### config.mk
export PLATFORM = sky130hd
export DESIGN_NAME = synapse_accumulator_flat
export DESIGN_NICKNAME = d
export VERILOG_FILES = /design/src/rtl/snn_pkg.sv /design/src/rtl/synapse_accumulator_if.sv /design/src/rtl/synapse_weight_rf.sv /design/src/rtl/synapse_accumulator.sv /design/src/flat_wrapper.sv
export SDC_FILE = /design/constraint.sdc
export NUM_CORES = 1
export LEC_CHECK = 0
export CORE_MARGIN = 2
export CORE_UTILIZATION = 50
export DETAILED_ROUTE_END_ITERATION = 16
export PLACE_DENSITY = 0.72
export SYNTH_ARGS = -nofsm -noshare
export SYNTH_HDL_FRONTEND = slang
export SYNTH_SLANG_ARGS = --single-unit
### constraint.sdc
create_clock -name clk -period 4.4 [get_ports clk]
set_input_delay 0.44 -clock clk [delete_from_list [all_inputs] [get_ports clk]]
set_output_delay 0.44 -clock clk [all_outputs]
set_load 0.05 [all_outputs]
### src/rtl/snn_pkg.sv
// Shared types and helpers for the spiking-neuron pipeline stages.
// Holds the synapse accumulator FSM state encoding, the accumulator width
// rule and an unsigned saturating clamp reused by later neuron stages.
package snn_pkg;

  typedef enum logic [1:0] {
    IDLE   = 2'd0,
    ACCUM  = 2'd1,
    OUTPUT = 2'd2
  } state_t;

  // Wide enough that NUM_SYNAPSES worst-case weights of either sign cannot
  // overflow: one bit per doubling of the synapse count plus a guard bit.
  function automatic int acc_width(input int weight_width, input int num_synapses);
    return weight_width + $clog2(num_synapses) + 1;
  endfunction

  // Saturate a signed value into [0, 2^out_width-1]; caller truncates the
  // 64-bit result to out_width bits.
  function automatic logic [63:0] clamp_unsigned(input logic signed [63:0] value,
                                                 input int out_width);
    logic [63:0] max_val;
    max_val = (64'd1 << out_width) - 64'd1;
    if (value < 64'sd0) begin
      return 64'd0;
    end else if ($unsigned(value) > max_val) begin
      return max_val;
    end else begin
      return $unsigned(value);
    end
  endfunction

endpackage

### src/rtl/synapse_accumulator_if.sv
// Frame, weight-write and result signals of the synapse accumulator.
// master: spike/weight source (drives spike_in*, weight_*), slave: accumulator.
// Frame handshake is valid/ready; result is a one-cycle strobe, no backpressure.
interface synapse_accumulator_if #(
  parameter int NUM_SYNAPSES             = 8,
  parameter int WEIGHT_WIDTH             = 8,
  parameter int MEMBRANE_POTENTIAL_WIDTH = 8
);
  localparam int ADDR_WIDTH = $clog2(NUM_SYNAPSES);

  logic [NUM_SYNAPSES-1:0]             spike_in;
  logic                                spike_in_valid;
  logic                                spike_in_ready;
  logic                                weight_we;
  logic [ADDR_WIDTH-1:0]               weight_addr;
  logic signed [WEIGHT_WIDTH-1:0]      weight_wdata;
  logic [MEMBRANE_POTENTIAL_WIDTH-1:0] synaptic_input;
  logic                                synaptic_valid;
  logic                                busy;

  modport master (
    output spike_in, spike_in_valid, weight_we, weight_addr, weight_wdata,
    input  spike_in_ready, synaptic_input, synaptic_valid, busy
  );

  modport slave (
    input  spike_in, spike_in_valid, weight_we, weight_addr, weight_wdata,
    output spike_in_ready, synaptic_input, synaptic_valid, busy
  );
endinterface

### src/rtl/synapse_weight_rf.sv
// Per-synapse signed weight register file, cleared by reset.
// Ports: clk/reset, one write port (we/waddr/wdata), one combinational read (raddr/rdata).
// Writes land at the clock edge; reads see the pre-edge value; out-of-range writes are dropped.
module synapse_weight_rf #(
  parameter int  NUM_SYNAPSES = 8,
  parameter int  WEIGHT_WIDTH = 8,
  localparam int ADDR_WIDTH   = $clog2(NUM_SYNAPSES)
) (
  input  logic                           clk,
  input  logic                           reset,
  input  logic                           we,
  input  logic [ADDR_WIDTH-1:0]          waddr,
  input  logic signed [WEIGHT_WIDTH-1:0] wdata,
  input  logic [ADDR_WIDTH-1:0]          raddr,
  output logic signed [WEIGHT_WIDTH-1:0] rdata
);

  logic signed [WEIGHT_WIDTH-1:0] mem [NUM_SYNAPSES];

  always_ff @(posedge clk or negedge reset) begin
    if (!reset) begin
      for (int i = 0; i < NUM_SYNAPSES; i++) begin
        mem[i] <= '0;
      end
    end else if (we && (32'(waddr) < NUM_SYNAPSES)) begin
      mem[waddr] <= wdata;
    end
  end

  // Guard keeps non-power-of-two sizes from reading past the array.
  assign rdata = (32'(raddr) < NUM_SYNAPSES) ? mem[raddr] : '0;

endmodule

### src/rtl/synapse_accumulator.sv
// Serial weighted spike summer feeding lif_neuron; optional tonic bias via macro SYNAPSE_BIAS_EN.
// Ports: clk, reset (async active-low), bus (slave): spike frame in, weight writes, clamped result out.
// Result N+1 edges after accept; ready only in IDLE, frames offered while busy are not taken.
module synapse_accumulator
  import snn_pkg::*;
#(
  parameter int                         NUM_SYNAPSES             = 8,
  parameter int                         WEIGHT_WIDTH             = 8,
  parameter int                         MEMBRANE_POTENTIAL_WIDTH = 8,
  parameter logic signed [WEIGHT_WIDTH-1:0] BIAS                 = '0
) (
  input  logic                 clk,
  input  logic                 reset,
  synapse_accumulator_if.slave bus
);

  localparam int AW    = $clog2(NUM_SYNAPSES);
  localparam int ACC_W = acc_width(WEIGHT_WIDTH, NUM_SYNAPSES);
  localparam int MPW   = MEMBRANE_POTENTIAL_WIDTH;

  state_t                    state_q, state_d;
  logic [AW-1:0]             idx_q, idx_d;
  logic signed [ACC_W-1:0]   acc_q, acc_d;
  logic [NUM_SYNAPSES-1:0]   spikes_q, spikes_d;
  logic [MPW-1:0]            out_q, out_d;
  logic                      vld_q, vld_d;

  logic signed [WEIGHT_WIDTH-1:0] weight_rd;
  logic signed [ACC_W-1:0]        weight_ext;
  logic signed [ACC_W-1:0]        preload;

  synapse_weight_rf #(
    .NUM_SYNAPSES(NUM_SYNAPSES),
    .WEIGHT_WIDTH(WEIGHT_WIDTH)
  ) u_weight_rf (
    .clk   (clk),
    .reset (reset),
    .we    (bus.weight_we),
    .waddr (bus.weight_addr),
    .wdata (bus.weight_wdata),
    .raddr (idx_q),
    .rdata (weight_rd)
  );

  // Signed size cast sign-extends the weight into the accumulator width.
  assign weight_ext = ACC_W'(weight_rd);

`ifdef SYNAPSE_BIAS_EN
  assign preload = ACC_W'(BIAS);
`else
  logic unused_bias;
  assign preload     = '0;
  assign unused_bias = ^BIAS;
`endif

  always_ff @(posedge clk or negedge reset) begin
    if (!reset) begin
      state_q  <= IDLE;
      idx_q    <= '0;
      acc_q    <= '0;
      spikes_q <= '0;
      out_q    <= '0;
      vld_q    <= 1'b0;
    end else begin
      state_q  <= state_d;
      idx_q    <= idx_d;
      acc_q    <= acc_d;
      spikes_q <= spikes_d;
      out_q    <= out_d;
      vld_q    <= vld_d;
    end
  end

  always_comb begin
    state_d  = state_q;
    idx_d    = idx_q;
    acc_d    = acc_q;
    spikes_d = spikes_q;
    out_d    = '0;      // output is zero outside the strobe cycle
    vld_d    = 1'b0;
    case (state_q)
      IDLE: begin
        if (bus.spike_in_valid) begin
          spikes_d = bus.spike_in;
          acc_d    = preload;
          idx_d    = '0;
          state_d  = ACCUM;
        end
      end
      ACCUM: begin
        // Every synapse costs one cycle, set or not, so frame timing is fixed.
        if (spikes_q[idx_q]) begin
          acc_d = acc_q + weight_ext;
        end
        idx_d = idx_q + AW'(1);
        if (32'(idx_q) == NUM_SYNAPSES - 1) begin
          idx_d   = '0;
          state_d = OUTPUT;
        end
      end
      OUTPUT: begin
        out_d   = MPW'(clamp_unsigned(64'(acc_q), MPW));
        vld_d   = 1'b1;
        state_d = IDLE;
      end
      default: state_d = IDLE;
    endcase
  end

  assign bus.spike_in_ready = (state_q == IDLE);
  assign bus.busy           = (state_q != IDLE);
  assign bus.synaptic_input = out_q;
  assign bus.synaptic_valid = vld_q;

endmodule

### src/flat_wrapper.sv
// flat-port wrapper written by rule: the top's interface ports become plain ports
module synapse_accumulator_flat import snn_pkg::*;
#(
  parameter int                         NUM_SYNAPSES             = 8,
  parameter int                         WEIGHT_WIDTH             = 8,
  parameter int                         MEMBRANE_POTENTIAL_WIDTH = 8,
  parameter logic signed [WEIGHT_WIDTH-1:0] BIAS                 = '0
)
  (clk, reset, bus_spike_in, bus_spike_in_valid, bus_weight_we, bus_weight_addr, bus_weight_wdata, bus_spike_in_ready, bus_synaptic_input, bus_synaptic_valid, bus_busy);
  synapse_accumulator_if #(.NUM_SYNAPSES(NUM_SYNAPSES), .WEIGHT_WIDTH(WEIGHT_WIDTH), .MEMBRANE_POTENTIAL_WIDTH(MEMBRANE_POTENTIAL_WIDTH)) bus_i ();
  input  logic clk;
  input  logic reset;
  input wire logic [$bits(bus_i.spike_in)-1:0] bus_spike_in;
  input wire logic [$bits(bus_i.spike_in_valid)-1:0] bus_spike_in_valid;
  input wire logic [$bits(bus_i.weight_we)-1:0] bus_weight_we;
  input wire logic [$bits(bus_i.weight_addr)-1:0] bus_weight_addr;
  input wire logic [$bits(bus_i.weight_wdata)-1:0] bus_weight_wdata;
  output wire logic [$bits(bus_i.spike_in_ready)-1:0] bus_spike_in_ready;
  output wire logic [$bits(bus_i.synaptic_input)-1:0] bus_synaptic_input;
  output wire logic [$bits(bus_i.synaptic_valid)-1:0] bus_synaptic_valid;
  output wire logic [$bits(bus_i.busy)-1:0] bus_busy;
  assign bus_i.spike_in = bus_spike_in;
  assign bus_i.spike_in_valid = bus_spike_in_valid;
  assign bus_i.weight_we = bus_weight_we;
  assign bus_i.weight_addr = bus_weight_addr;
  assign bus_i.weight_wdata = bus_weight_wdata;
  assign bus_spike_in_ready = bus_i.spike_in_ready;
  assign bus_synaptic_input = bus_i.synaptic_input;
  assign bus_synaptic_valid = bus_i.synaptic_valid;
  assign bus_busy = bus_i.busy;
  synapse_accumulator #(.NUM_SYNAPSES(NUM_SYNAPSES), .WEIGHT_WIDTH(WEIGHT_WIDTH), .MEMBRANE_POTENTIAL_WIDTH(MEMBRANE_POTENTIAL_WIDTH), .BIAS(BIAS)) u_core (.clk(clk), .reset(reset), .bus(bus_i));
endmodule
## After elaboration in Yosys (flattened, before gate mapping)

Index checks and enable logic that the tools add are counted.

- Register bits after elaboration: 98
- Input bits: 23
- Output and inout bits: 11

- $add $sub $neg: 2
- $lt $le $gt $ge: 6
- Eq/ne operators: 6
- Muxes and demuxes: 21
- Bitwise gates (word level): 2
- Reductions and logical operators: 8

Operators with widths:

| kind | count |
|---|---|
| $bwmux W64 | 1 |
| $gt A64 B8 Y1 const B | 1 |
| $mux W8 | 6 |
| $bmux W8 S3 | 1 |
| $demux W8 S3 | 1 |
| $mux W12 | 2 |
| $pmux W12 S2 | 1 |
| $add A12 B8 Y12 | 1 |
| $lt A12 B1 Y1 const B | 1 |
| $ge A4 B4 Y1 const B | 2 |
| $not A3 Y4 | 2 |
| $mux W3 | 2 |
| $pmux W3 S2 | 1 |
| $reduce_and A2 Y1 | 3 |
| $lt A3 B4 Y1 const B | 1 |
| $lt A4 B1 Y1 const B | 1 |
| $mux W2 | 2 |
| $ne A2 B1 Y1 const B | 2 |
| $pmux W2 S2 | 1 |
| $reduce_bool A2 Y1 | 2 |
| $add A3 B1 Y3 const B | 1 |
| $bmux W1 S3 | 1 |
| $eq A3 B3 Y1 const B | 1 |
| $reduce_and A3 Y1 | 1 |
| other kinds (6) | 7 |

## Longest topological paths before layout

- Depth after elaboration: 7
- Gate-level depth with buffers: 12
- Gate-level depth less buffers: 10

## By module

Synthesis repeated with hierarchy kept, for this count alone.

- Cell total of the unflattened synthesis: 345
- Area total of the unflattened synthesis: 4845.9 sq um

By module, submodules not included:

| module | instances | cells each | area each (sq um) | seq. area each (sq um) |
|---|---|---|---|---|
| synapse_weight_rf | 1 | 172 | 2992.9 | 1601.5 |
| synapse_accumulator | 1 | 173 | 1853.0 | 850.8 |

## Least setup slack after synthesis

No wires, ideal clock.

- Kind: register -> register
- Start: register u_core.idx_q[0]
- End: register u_core.acc_q[7]
- Arrival: 3.637 ns
- Setup slack: 0.642 ns
- Cell stages (with the launch flop): 12
- Path buffers: 2
- Clock period less this slack: 3.758 ns
- Cells stage by stage: dfrtp_1 > buf_2 > buf_1 > mux4_2 > mux2_2 > ha_1 > and2_1 > a221oi_1 > a21boi_1 > o21a_1 > or3_1 > a32o_1

- Word-level cells in the longest chain between the ends: 7
- Elaborated cells between the ends (all ways): 11
- Those cells by class: add/sub: 1; eq/ne: 1; mux: 7; bitwise: 1; reduce/logical: 1

RTL lines:

| item | line | RTL |
|---|---|---|
| start: declaration | synapse_accumulator.sv:22 | `logic [AW-1:0] idx_q, idx_d;` |
| start signal: assignment | synapse_accumulator.sv:66 | `idx_q <= idx_d;` |
| $not A3 Y4 (not written as such) | synapse_weight_rf.sv:31 | `assign rdata = (32'(raddr) < NUM_SYNAPSES) ? mem[raddr] : '0;` |
| $bmux W8 S3 | synapse_weight_rf.sv:31 |  |
| $mux W8 (not written as such) (2 in a row) | synapse_weight_rf.sv:31 |  |
| $add A12 B8 Y12 | synapse_accumulator.sv:93 | `acc_d = acc_q + weight_ext;` |
| $mux W12 | synapse_accumulator.sv:92 | `if (spikes_q[idx_q]) begin` |
| $pmux W12 S2 | synapse_accumulator.sv:81 | `case (state_q)` |
| end signal: assignment | synapse_accumulator.sv:60 | `acc_q <= '0;` |
| end signal: assignment | synapse_accumulator.sv:67 | `acc_q <= acc_d;` |
| end: declaration | synapse_accumulator.sv:23 | `logic signed [ACC_W-1:0] acc_q, acc_d;` |

Several ways; a longest one is shown, not always the timed one. The select of a mux whose other input is x is not followed.
A chain may end at the register's enable or synchronous reset.

## Final worst setup path

Ends and elaborated chain as after synthesis.

==> reports/results.ini <==
[run_status]
status = finished, final reports clean

[yosys]
syn_avg_cell_area_um2 = 14.2
synth_area_leaders = dfrtp_1 (52%), mux2_2 (19%), mux4_2 (6.2%)
ys_types = 44
syn_nets = 370
synthFlopType = dfrtp_1
syn_area_um2 = 4710
synth-seq-cells = 98
netlist.area_leader.share_pct = 52.0
synthArstFlopShare_pct = 100
ys_seq_area_share_pct = 52.0
synth-edff-count = 0
synth.largest_area_cell = dfrtp_1
netlist_instances = 333
yosysWarnings = 0

[critical_path]
worstSetupPathType = register to register
r2r-end = u_core.acc_q[7]
crit_family = compound AO/OA/AOI/OAI gates
rrSetupSlack_ps = 510
regToRegStartpoint = u_core.idx_q[0]
cp_max_fo = 15
worst_path_max_delay_cell = dfrtp_1
startpoint = u_core.idx_q[0]
end_kind = register
cp-start-kind = register
ff2ff_path_depth = 9
critical_path_required_ps = 4670
arrival_ps = 4150
crit_chain = mux4_1 > mux2_2 > ha_1 > and2_1 > a221oi_1 > a21boi_1 > o21a_1 > or3_1 > a32o_1
critical_path.max_stage_delay_ps = 930
path_buf_inv = 0

[route]
drt-total-wl_mm = 9.45
num_vias = 2906
drt_iter0_drc = 149
ant_nets = 0
wl_per_cell_um = 19.5
dr.pass1.iters = 4
drc_errors = 0
viasPerCell = 6.00

[power_and_ir_drop]
ir_drop_mv = 0.276
p_leak_nw = 2.32
cellPowerDensity_nw_per_um2 = 710

[placed_design]
io_buffers = 33
placed_area_um2 = 5170
gp_congestion = 0.793
dpl.hpwl_mm = 6.44

[timing]
fin_crit_sh_pct = 88.3
tightest_slew_ps = 930
fin_skew_ps = 13.7
fin_crit_ps = 3890
rsz0062_at_grt = false
slew-limit-headroom_pct = 37.7
final_hold_viol_count = 0
setup_viol = 0
timing.fmax_mhz = 257
maxSlewViolCount = 0
setup_tns_ps = 0

[job]
drv_cap = 0

[die]
start_util_pct = 51.3
io_pins = 34
dieArea_um2 = 10200
die_y_um = 101
placement_rows = 35
coreArea_um2 = 9200
dieWidth_um = 101

[cts]
clk_pin_slew_ps = 90
clockBufferDepth = 2
cts_tree = yes
post_cts.repair.setup_buffers = 0
cts_hold_buf = 0
clkLatencyLatePin_ps = 370
cts_inserted_buffers = 9
cts-root-buf = clkbuf_8
htree_levels = 3
cts.repair.resized = 0
clock_sinks = 98

[layout]
multi_input_area_um2 = 2210
layout.nets = 405
final_cell_mix = dfrtp_1 (98), mux2_2 (80), clkdlybuf4s50_1 (32)
num-fill-cells = 743
seq_area_um2 = 2450
n_antenna_cell = 0
layout_commonest_cell = dfrtp_1
area_growth_pct = 14.4
drive_gt1_share_pct = 31.6
finalInstanceArea_um2 = 5390

[global_routing]
grt_pass1_vias = 3040
grt_pass1_wl_mm = 15.6
antenna_found_initial = 0
grt_usage_pct = 20.3
grt_overflow = 0
grt_max_degree = 59

[worst_hold_path]
hold_class = input port to async pin

-- metal layers --
metal  vias to the layer above  GRT usage (%)  routed length (um)
met2                        59           33.4                4730
met5                         -              0                   0
met4                         0           6.34                 131
li1                       1317              -                   -
met3                        11           4.51                 288
met1                      1519           26.9                4300
-- final cells by class --
cell class	count	area share, %
Clock buffer	9	2.30
Clock inverter	7	1.86
Inverter	3	0.209
Multi-Input combinational cell	219	40.9
Sequential cell	98	45.5
Tap cell	111	2.58
Timing Repair Buffer	37	6.64
-- sequential cells by signal, summed over array words and instances, names as in the netlist --
signal,count
u_core.acc_q,12
u_core.bus.synaptic_input,8
u_core.bus.synaptic_valid,1
u_core.idx_q,3
u_core.spikes_q,8
u_core.state_q,2
u_core.u_weight_rf.mem,64
-- Yosys cell counts, drive strengths merged, types with 5 or more instances --
master  count
dfrtp      98
mux2       81
nand2      20
mux4       17
ha         13
o21a       11
clkbuf      9
mux2i       7
nor2        7
xor2        6
a21oi       5
-- power breakdown --
part	leakage, nW	switching [mW]	internal, mW	total (mW)
Clock	0.108	0.331	0.325	0.656
Sequential	1.20	0.246	1.16	1.40
Combinational	1.01	0.850	0.918	1.77
-- kinds of logic after synthesis --
logic type      share of synthesized area [%]
compound gates                           6.37
xor+xnor                                 1.30
fa+ha+maj                                3.88
buf+inv                                  1.46
flops                                    52.0
mux                                      29.4
simple gates                             5.60
-- how the worst max path moves through the flow --
| stage | cells past startpoint | to |
|---|---|---|
| floorplan | 11 | u_core.acc_q[7] |
| global placement | 10 | u_core.acc_q[8] |
| detailed placement | 10 | u_core.acc_q[8] |
| CTS | 10 | u_core.acc_q[8] |
| global route | 10 | u_core.acc_q[8] |
| finish | 9 | u_core.acc_q[7] |
-- metrics by stage --
stage               instances  hold slack [ps]  total power, mW  worst slack [ps]  util (%)
finish                    484              114             3.83               513      58.6
global route              484              162             4.11               239      58.6
CTS                       484              131             3.85               502      58.6
detailed placement        468              488             3.18               521      56.2
global placement          468              480             3.12               607      56.2
floorplan                 333              144             2.76               642         -
No activity file was read; power rests on OpenSTA's default activity.
